$ cat src/rtl/keypad_arbiter.sv
// Arbitrates two active-low keypads onto one lock input: one panel per session,
// debounced single-cycle press pulses, inactivity timeout and round-robin tie-breaking.
module keypad_arbiter #(
  parameter int unsigned DEBOUNCE = 1_000_000,
  parameter int unsigned TIMEOUT  = 500_000_000
) (
  input  logic       clk,
  input  logic       rst,
  input  logic [3:0] btn_a,
  input  logic [3:0] btn_b,
  output logic [3:0] lock_btn,
  output logic       grant_a,
  output logic       grant_b,
  output logic       denied_a,
  output logic       denied_b
);

  localparam int unsigned SW = $clog2(DEBOUNCE + 1);
  localparam int unsigned IW = $clog2(TIMEOUT + 1);
  localparam logic [SW-1:0] StableLast = SW'(DEBOUNCE - 1);
  localparam logic [IW-1:0] IdleLast   = IW'(TIMEOUT - 1);
  localparam logic [3:0]    NoKey      = 4'b1111;

  typedef enum logic [1:0] {StIdle, StOwn, StPress, StRelease} state_e;

  state_e        state_q, state_d;
  logic          owner_q, owner_d;
  logic          last_q, last_d;
  logic [3:0]    code_q, code_d;
  logic [SW-1:0] stable_q, stable_d;
  logic [IW-1:0] idle_q, idle_d;
  logic          denied_a_q, denied_b_q;

  logic       req_a, req_b, pick;
  logic [3:0] obtn;

  assign req_a = (btn_a != NoKey);
  assign req_b = (btn_b != NoKey);
  // On a tie the panel that did not hold the previous session wins.
  assign pick  = (req_a && req_b) ? ~last_q : req_b;
  assign obtn  = owner_q ? btn_b : btn_a;

  always_comb begin
    state_d  = state_q;
    owner_d  = owner_q;
    last_d   = last_q;
    code_d   = code_q;
    stable_d = stable_q;
    idle_d   = idle_q;
    case (state_q)
      StIdle: begin
        if (req_a || req_b) begin
          owner_d  = pick;
          last_d   = pick;
          // The winning press is only remembered here; it must still debounce in StOwn.
          code_d   = pick ? btn_b : btn_a;
          stable_d = '0;
          idle_d   = '0;
          state_d  = StOwn;
        end
      end
      StOwn: begin
        if (obtn == NoKey) begin
          stable_d = '0;
          idle_d   = idle_q + 1'b1;
          if (idle_q == IdleLast) state_d = StIdle;
        end else begin
          idle_d = '0;
          if (obtn != code_q) begin
            code_d   = obtn;
            stable_d = '0;
          end else if (stable_q == StableLast) begin
            state_d = StPress;
          end else begin
            stable_d = stable_q + 1'b1;
          end
        end
      end
      StPress: begin
        stable_d = '0;
        state_d  = StRelease;
      end
      StRelease: begin
        if (obtn != NoKey) begin
          stable_d = '0;
        end else if (stable_q == StableLast) begin
          stable_d = '0;
          code_d   = NoKey;
          state_d  = StOwn;
        end else begin
          stable_d = stable_q + 1'b1;
        end
      end
      default: state_d = StIdle;
    endcase
  end

  always_ff @(posedge clk) begin
    if (rst) begin
      state_q    <= StIdle;
      owner_q    <= 1'b0;
      last_q     <= 1'b1;
      code_q     <= NoKey;
      stable_q   <= '0;
      idle_q     <= '0;
      denied_a_q <= 1'b0;
      denied_b_q <= 1'b0;
    end else begin
      state_q    <= state_d;
      owner_q    <= owner_d;
      last_q     <= last_d;
      code_q     <= code_d;
      stable_q   <= stable_d;
      idle_q     <= idle_d;
      denied_a_q <= grant_b && req_a;
      denied_b_q <= grant_a && req_b;
    end
  end

  assign lock_btn = (state_q == StPress) ? code_q : NoKey;
  assign grant_a  = (state_q != StIdle) && !owner_q;
  assign grant_b  = (state_q != StIdle) && owner_q;
  assign denied_a = denied_a_q;
  assign denied_b = denied_b_q;

endmodule
$ cat config.mk
export PLATFORM = sky130hd
export DESIGN_NAME = keypad_arbiter
export DESIGN_NICKNAME = d
export VERILOG_FILES = /design/src/rtl/keypad_arbiter.sv
export SDC_FILE = /design/constraint.sdc
export NUM_CORES = 1
export LEC_CHECK = 0
export BUFFER_PORTS_ARGS = -buffer_cell sky130_fd_sc_hd__buf_2
export CAP_MARGIN = 10
export CORE_MARGIN = 3
export CORE_UTILIZATION = 30
export CTS_BUF_LIST = sky130_fd_sc_hd__clkbuf_4 sky130_fd_sc_hd__clkbuf_8
export CTS_CLUSTER_SIZE = 10
export DETAILED_ROUTE_END_ITERATION = 6
export PLACE_DENSITY = 0.51
export SYNTH_ARGS = -nofsm -noshare
export SYNTH_HDL_FRONTEND = slang
export SYNTH_SLANG_ARGS = --single-unit
export TNS_END_PERCENT = 20
$ cat constraint.sdc
create_clock -name clk -period 2.15 [get_ports clk]
set_clock_uncertainty 0.05 [all_clocks]
set_input_delay 0.1075 -clock clk [delete_from_list [all_inputs] [get_ports clk]]
set_output_delay 0.1075 -clock clk [all_outputs]
set_load 0.01 [all_outputs]
Word level (Yosys, flattened, before mapping)

Cells that the tools add are included.

Mux-type cells: 28
Bitwise logic cells: 1
Shift operators: 0
Multiply operators: 0
Divide/modulo/power cells: 0
Reduce and logical (&&, ||, !) cells: 16
Equal/unequal tests: 19
Magnitude comparators: 0
Add/subtract/negate cells: 2

Operator list:

| cell                                                                  | number |
|---|---|
| 20-bit two-way mux                                                    | 6 |
| 20-bit one-hot mux with 4 select lines                                | 1 |
| 29-bit two-way mux                                                    | 2 |
| 29-bit one-hot mux with 2 select lines                                | 1 |
| 4-bit two-way mux                                                     | 8 |
| 29-bit by 1-bit adder with 29-bit output, second input constant       | 1 |
| 29-bit equality test, second input constant                           | 1 |
| 20-bit by 1-bit adder with 20-bit output, second input constant       | 1 |
| 20-bit equality test, second input constant                           | 1 |
| 4-bit inequality test, second input constant                          | 4 |
| 2-bit two-way mux                                                     | 7 |
| 4-bit one-hot mux with 3 select lines                                 | 1 |
| 6-bit AND reduction                                                   | 2 |
| 2-bit inequality test, second input constant                          | 5 |
| 3-bit inequality test, second input constant                          | 3 |
| 2-bit one-hot mux with 4 select lines                                 | 1 |
| 2-bit AND reduction                                                   | 3 |
| 1-bit logical AND                                                     | 5 |
| 2-bit equality test, second input constant                            | 2 |
| 4-bit equality test, second input constant                            | 1 |
| 4-bit inequality test                                                 | 1 |
| 2-bit nonzero test                                                    | 2 |
| 3-bit nonzero test                                                    | 1 |
| 2-bit by 1-bit equality test with 1-bit output, second input constant | 1 |
| other kinds (5)                                                       | 5 |

Input port bits: 10
Output and inout port bits: 8
Flip-flop bits (word level): 59
Bits in latches: 0
Bits in writable memories: 0
Bits in read-only memories: 0
Memories: 0

Longest topological paths before layout

Gate-level depths: netlist of run 1.

Depth in word-level cells: 6
Mapped depth: 9

Worst setup path before layout of run 1

No wires, ideal clock.

Path type: flip-flop to flip-flop
Start point: reg state_q[1]
End point: reg idle_q[16]
Path buffers: 1
Period minus slack after synthesis: 2.294 ns
Path slack: -0.144 ns
Data required time: 2.030 ns
Setup time: 0.070 ns
Data arrival time: 2.174 ns
Cell stages (with the launch flop): 10
Cell sequence: dfxtp_1 > inv_1 > ha_1 > clkbuf_1 > or2_2 > o31a_1 > nand2_1 > or3_1 > or4b_1 > a21oi_1

Word-level cells in the longest chain between the ends: 3
Elaborated cells on any way between the ends: 6

RTL lines:

| element                                                                             | RTL line | RTL |
|---|---|---|
| from (decl)                                                                         | 26       | `state_e state_q, state_d;` |
| from (signal assigned)                                                              | 100      | `state_q <= StIdle;` |
| from (signal assigned)                                                              | 109      | `state_q <= state_d;` |
| 2-bit by 1-bit equality test with 1-bit output or 2-bit logical NOT (tied branches) | 50       | `case (state_q)` |
| 2-bit nonzero test (no source line) or 2-bit inequality test (tied branches)        | n/a      |  |
| 2-bit AND reduction (no source line)                                                | n/a      |  |
| to (signal assigned)                                                                | 114      | `idle_q <= idle_d;` |
| to (decl)                                                                           | 31       | `logic [IW-1:0] idle_q, idle_d;` |

Parallel ways exist; a longest one is shown, timed or not.
A chain may end at the register's enable or synchronous reset.

Worst setup path after layout of run 1

Start point: reg owner_q
End point: reg state_q[1]

Word-level cells in the longest chain between the ends: 4
Elaborated cells on any way between the ends: 11

RTL lines:

| element                                                                                       | RTL line | RTL |
|---|---|---|
| from (decl)                                                                                   | 27       | `logic owner_q, owner_d;` |
| from (signal assigned)                                                                        | 110      | `owner_q <= owner_d;` |
| 4-bit two-way mux *                                                                           | 41       | `assign obtn = owner_q ? btn_b : btn_a;` |
| 4-bit equality test, or another cell as far along                                             | 63       | `if (obtn == NoKey) begin` |
| 3-bit inequality test (no source line), or another cell as far along                          | n/a      |  |
| 6-bit AND reduction (no source line) or 2-bit one-hot mux with 4 select lines (tied branches) | n/a      |  |

Mark *: on every way between the ends. The rest lies on a longest branch, timed or not.

==> metrics, run 1 <==
largest net degree at the start of global routing 26; status finished with violations; initial antenna violation count 0; Post-synth top flop dfxtp_1; Synth Instances 408; DR WL/cell 14.3 um; area leader, netlist dfxtp_1; Residual DRC 0; Vias per Instance 5.19; Final Hold Fails 0; Required @ worst endpoint 2.37 ns; Cell Pwr Density 805 nW/um^2; die area 12400 um^2; part of the Yosys area used for sequential elements 0.356; Max Freq 460 MHz; Pins Over Slew Limit 0; relative slew slack 0.724; Post-DRT Antenna Nets 0; via count 3227; unique cell type count in the Yosys netlist 59; kind of critical path reg -> reg; Ant. Diodes 0; period utilisation layout 1.01; leakage power 1.56 nW; Layout Nets 499; Post-Place Cell Area 3970 um^2; syn nets 425; asr flop ratio synth 0; Period minus WS final 2.17 ns; clock-pin slew on the worst setup and hold paths 0.07 ns; Yosys reg bits 59; placed insts 606; most area-consuming cells after synthesis dfxtp_1 (36%), nor2_1 (6.4%), xor2_1 (4.7%), xnor2_1 (4.0%), a21oi_1 (3.6%); Buffers on Ports 17; RSZ-0062 raised after global routing yes; pre-CTS setup slack -0.128 ns; clk sink count 59; final wirelength 8920 um; EDFF count, synth 0; global route overflow 0; layout cells sized above 1 0.247; TritonCTS buffer count 9; post-route cell area 4280 um^2; syn_area_per_cell 8.14 um^2; Clock Path Buffers 2; vias in the first global route 3063; num rows 37; Tot Pwr 3.45 mW; critical path endpoint category register; DR iter-0 viols 230; initial core utilization 0.314; final worst slack -0.0246 ns; router iterations before antenna repair 4; Die W 111 um; worst hold-check path type in -> reg; Finished Layout Cells 622; Crit path arrival time 2.40 ns; Die Ht 111 um; Finish-stage setup viols 3; first-pass GRT wire length 14800 um; mapped cell area 3320 um^2; Synth warnings 0; area grow syn2layout 28.9%; Max-Cap Viols 0; Final Util 0.406; Max FO, Critical Path 6; failing checks setup timing; HPWL after DPL 6490 um; Startpoint Class register; # hold bufs at CTS 0; top-count cell post-synth dfxtp_1; Global Route Usage Sum 0.144; I/O pins 18; worst vdd ir 0.411 mV; Root Driver clkbuf_8; placer congestion estimate 0.857; H-Tree Level Count 3; Worst Max-Slew Pin Slew 0.411 ns; Skew-Pair Late Insertion Delay 0.34 ns; Commonest cells post-synth dfxtp_1 (59), nor2_1 (57), nand2_1 (30), a21oi_1 (24), nand3_1 (19); CTS tree yes; core footprint 10600 um^2; post-synth top area share 0.356
[final timing paths]
kind         cells past startpoint  slack, ns         end       start
max reg2reg                      6      -0.02  state_q[1]     owner_q
min                              2       0.05     owner_q         rst
max                              6      -0.02  state_q[1]     owner_q
min reg2reg                      2       0.45  idle_q[18]  idle_q[18]
[kinds of logic (layout without fill, tap and decap cells)]
group	after synthesis	in the layout	share of synthesized area
mux	4	4	0.0132
simple gates	204	204	0.329
buf+inv	22	100	0.0275
flops	59	59	0.356
fa+ha+maj	7	7	0.0264
xor+xnor	33	33	0.0871
compound gates	79	79	0.161
[where the power goes]
part | internal, mW | switching, mW
clock | 0.516 | 0.442
combinational | 0.571 | 0.667
sequential | 1.17 | 0.0866
[area by class of cell]
class                      count  area (um^2)
multi-input combinational    327         2180
inverter                      11         41.3
clock buffer                  13          173
tap                          136          170
clock inverter                 2         10.0
sequential                    59         1180
timing repair buffer          74          526
fill                        1099         6270
[cell usage in the layout (no fill, tap or decap), types with 3 or more instances in the layout]
| master | Yosys | layout |
|---|---|---|
| nor2_1 | 57 | 55 |
| clkbuf_8 | 0 | 12 |
| inv_1 | 11 | 8 |
| a221o_1 | 3 | 3 |
| dfxtp_1 | 59 | 58 |
| and4_1 | 8 | 8 |
| nand2b_1 | 8 | 8 |
| nor4_1 | 10 | 9 |
| nand3_1 | 19 | 17 |
| inv_2 | 0 | 3 |
| o21ai_0 | 15 | 15 |
| o31ai_1 | 5 | 5 |
| nand4_1 | 18 | 18 |
| or2_2 | 3 | 3 |
| o211ai_1 | 5 | 5 |
| nor3_1 | 13 | 13 |
| ha_1 | 7 | 6 |
| nand2_1 | 30 | 28 |
| a31oi_1 | 3 | 3 |
| xor2_1 | 18 | 18 |
| and3_1 | 10 | 10 |
| xnor2_1 | 15 | 12 |
| or4_1 | 3 | 3 |
| or3_1 | 4 | 4 |
| a21oi_1 | 24 | 24 |
| buf_2 | 1 | 17 |
| and2_1 | 6 | 6 |
| buf_4 | 0 | 56 |
[what timing repair did]
action / 4_1_cts / 5_1_grt
setup buffers: 0 / 1
gates resized for setup: 9 / 15
endpoints found under the setup margin: 17 / 33
pin swaps: 0 / 7
[state kept, by name, summed over array words and instances (netlist names)]
signal    flops
stable_q     20
owner_q       1
denied_a      1
code_q        4
state_q       2
last_q        1
denied_b      1
idle_q       29
[metrics by stage]
step	setup TNS (ns)	hold WS (ns)
2_1_floorplan	-0.0441	0.264
3_3_place_gp	-0.435	0.388
3_5_place_dp	-0.710	0.391
4_1_cts	-0.0236	0.0265
5_1_grt	-1.53	0.0357
6_report	-0.0542	0.0496
[routing by layer]
metal	vias to the layer above	routed length (um)	global-route usage
met5	-	0	0
met4	0	141	0.0479
met3	13	318	0.0377
met2	43	3950	0.220
met1	1522	4510	0.197
li1	1649	-	-
[worst max-delay path, cell delays in order, from the launching register on]
cell and delay, ns:
dfxtp_4 0.42, mux2i_2 0.31, xnor2_2 0.14, nor4_4 0.39, a21boi_2 0.12, or4_1 0.51, a21oi_1 0.16
Note: power is estimated with default switching activity, not from simulation.
==> run 2: changes to the inputs <==
--- a/config.mk
+++ b/config.mk
@@ -7,6 +7,7 @@
 export LEC_CHECK = 0
 export BUFFER_PORTS_ARGS = -buffer_cell sky130_fd_sc_hd__buf_2
 export CAP_MARGIN = 10
+export CORE_ASPECT_RATIO = 1.4
 export CORE_MARGIN = 3
 export CORE_UTILIZATION = 30
 export CTS_BUF_LIST = sky130_fd_sc_hd__clkbuf_4 sky130_fd_sc_hd__clkbuf_8
==> run 2 against run 1 <==
The run still ends with setup timing left. Die area rose by 0.14%. Critical path depth rose by 1. Utilization increased by 0.92 points. Clock power up 9.6%. Worst setup slack improved by 0.0077 ns. Via count up 2.1%. Sequential power about the same. Largest power group is now combinational cells.
==> metrics, run 2 (same netlist as run 1, synthesis figures left out) <==
core footprint 10600 um^2 (+0.14%); period utilisation layout 1.01 (-0.00358); Largest register FFs 29 (unchanged); Die Ht 130 um (+17%); I/O pins 18 (unchanged); highest metal used met4; Period minus WS final 2.17 ns (-0.00769 ns); # hold bufs at CTS 0 (unchanged); largest register by flop count idle_q; Final Hold Fails 0 (unchanged); Ant. Diodes 0 (unchanged); pre-CTS setup slack -0.170 ns (-0.0420 ns); WL met3 339 um (+6.6%); Buffers on Ports 17 (unchanged); Final Util 0.415 (+0.00925); max incr delay on CP 0.55 ns (+0.04 ns); Die W 94.9 um (-15%); Max FO, Critical Path 6 (unchanged); final wirelength 9040 um (+1.3%); critical path endpoint category register; initial core utilization 0.314 (-0.000447); Root Driver clkbuf_8; commonest non-fill, non-tap cell in the layout buf_4; Max-Cap Viols 0 (unchanged); Psw 1.24 mW (+3.6%); num rows 44 (+19%); wl on met1 3830 um (-15%); Global Route Usage Sum 0.151 (+0.00756); first-pass GRT wire length 14800 um (-0.37%); Switching Fraction 0.345 (-0.00190); worst vdd ir 0.438 mV (+6.5%); DR WL/cell 14.3 um (-0.43%); DR WL met2 4700 um (+19%); TritonCTS buffer count 9 (unchanged); layout cells sized above 1 0.279 (+0.0319); global route overflow 0 (unchanged); clock network fraction of total power 0.292 (+0.014); Residual DRC 0 (unchanged); largest net degree at the start of global routing 26 (unchanged); Required @ worst endpoint 2.36 ns (about the same); HPWL after DPL 6510 um (+0.41%); R2R depth 7 (+1); RSZ-0062 raised after global routing yes; Layout Nets 507 (+1.6%); Vias per Instance 5.20 (+0.30%); placer congestion estimate 0.860 (+0.28%); Startpoint Class register; CTS tree yes; relative slew slack 0.662 (-0.0621); Clock Path Buffers 2 (unchanged); clk sink count 59 (unchanged); Slowest-stage cell, CP or4_4; DR iter-0 viols 135 (-41%); leakage power 1.60 nW (+2.9%); kind of critical path reg -> reg; P_int 2.35 mW (+4.5%); worst hold-check path type in -> reg; Fillers 1122 (+2.1%); Cell Pwr Density 819 nW/um^2 (+1.7%); via count 3294 (+2.1%); final worst slack -0.0169 ns (+0.00769 ns); Worst Max-Slew Pin Slew 0.504 ns (+0.0933 ns); sequential power share 0.348 (-0.015); Post-DRT Antenna Nets 0 (unchanged); Comb power frac 0.360 (about the same); vias in the first global route 3115 (+1.7%); Crit path arrival time 2.38 ns (-0.02 ns); initial antenna violation count 0 (unchanged); Pins Over Slew Limit 0 (unchanged); Largest regs idle_q: 29 flops, stable_q: 20 flops, code_q: 4 flops; clock-pin slew on the worst setup and hold paths 0.08 ns (about the same); router iterations before antenna repair 5 (+1); Skew-Pair Late Insertion Delay 0.34 ns (about the same); H-Tree Level Count 3 (unchanged); failing checks setup timing; status finished with violations; area grow syn2layout 32.1%; most frequent cells in the layout buf_4 (64), dfxtp_1 (57), nor2_1 (55); CP Cell Sequence mux2i_4 > xnor2_2 > or4_4 > a2111oi_4 > buf_4 > nand3_2 > o211ai_1; die area 12400 um^2 (+0.14%); Hold Path Stages 3 (+1); Max Freq 461 MHz (+0.35%); Finish-stage setup viols 1 (-2)
==> run 2: per-layer routing <==
metal  vias to the layer above  GRT usage
met5                         -          0
met4                         0     0.0637
met3                        14     0.0338
met2                        67      0.263
met1                      1547      0.178
li1                       1666          -
==> run 2: worst paths after layout <==
path	from	to	slack, ns
setup / recovery	owner_q	stable_q[2]	-0.02
hold / removal	rst	last_q	0.08
setup reg to reg	owner_q	stable_q[2]	-0.02
hold reg to reg	idle_q[18]	idle_q[18]	0.47
==> run 2: critical path: cells and delay by family, from the launching register on <==
kind	cells	cell delay [ns]
multiplexers	1	0.28
AO/OA/AOI/OAI	2	0.37
flip-flops	1	0.43
AND/OR/NAND/NOR	2	0.62
XOR/XNOR	1	0.12
buffers and inverters	1	0.20
==> run 2: metrics by stage <==
step / instances / hold slack (ns) / area (um^2) / power, mW / setup TNS [ns]
floorplan: 408 / 0.264 / 3330 / 1.96 / -0.0441
global placement: 610 / 0.429 / 3980 / 2.36 / -0.441
detailed placement: 610 / 0.427 / 3980 / 2.37 / -1.21
CTS: 629 / 0.0548 / 4260 / 3.50 / -0.00168
global route: 633 / 0.0832 / 4380 / 3.80 / -0.608
finish: 633 / 0.0822 / 4380 / 3.59 / -0.0169
==> run 2: layout make-up <==
cell class / count / area [um^2] / share of cell area
Multi-Input combinational cell: 327 / 2200 / 0.502
Sequential cell: 59 / 1190 / 0.271
Timing Repair Buffer: 82 / 586 / 0.134
Tap cell: 138 / 173 / 0.0394
Clock buffer: 11 / 145 / 0.0331
Clock inverter: 5 / 52.6 / 0.0120
Inverter: 11 / 41.3 / 0.00942
==> run 2: timing repair <==
item / CTS / global route
buffers inserted: 3 / 4
resized for setup: 10 / 23
pin swaps: 4 / 6
setup endpoints to repair: 11 / 39
==> run 2: power groups by stage <==
| stage | clock network, mW | registers (mW) | logic, mW |
|---|---|---|---|
| after floorplan | 0 | 1.24 | 0.715 |
| after global placement | 0 | 1.25 | 1.11 |
| after detailed placement | 0 | 1.25 | 1.12 |
| after CTS | 1.08 | 1.24 | 1.18 |
| after global routing | 1.13 | 1.26 | 1.41 |
| final | 1.05 | 1.25 | 1.29 |
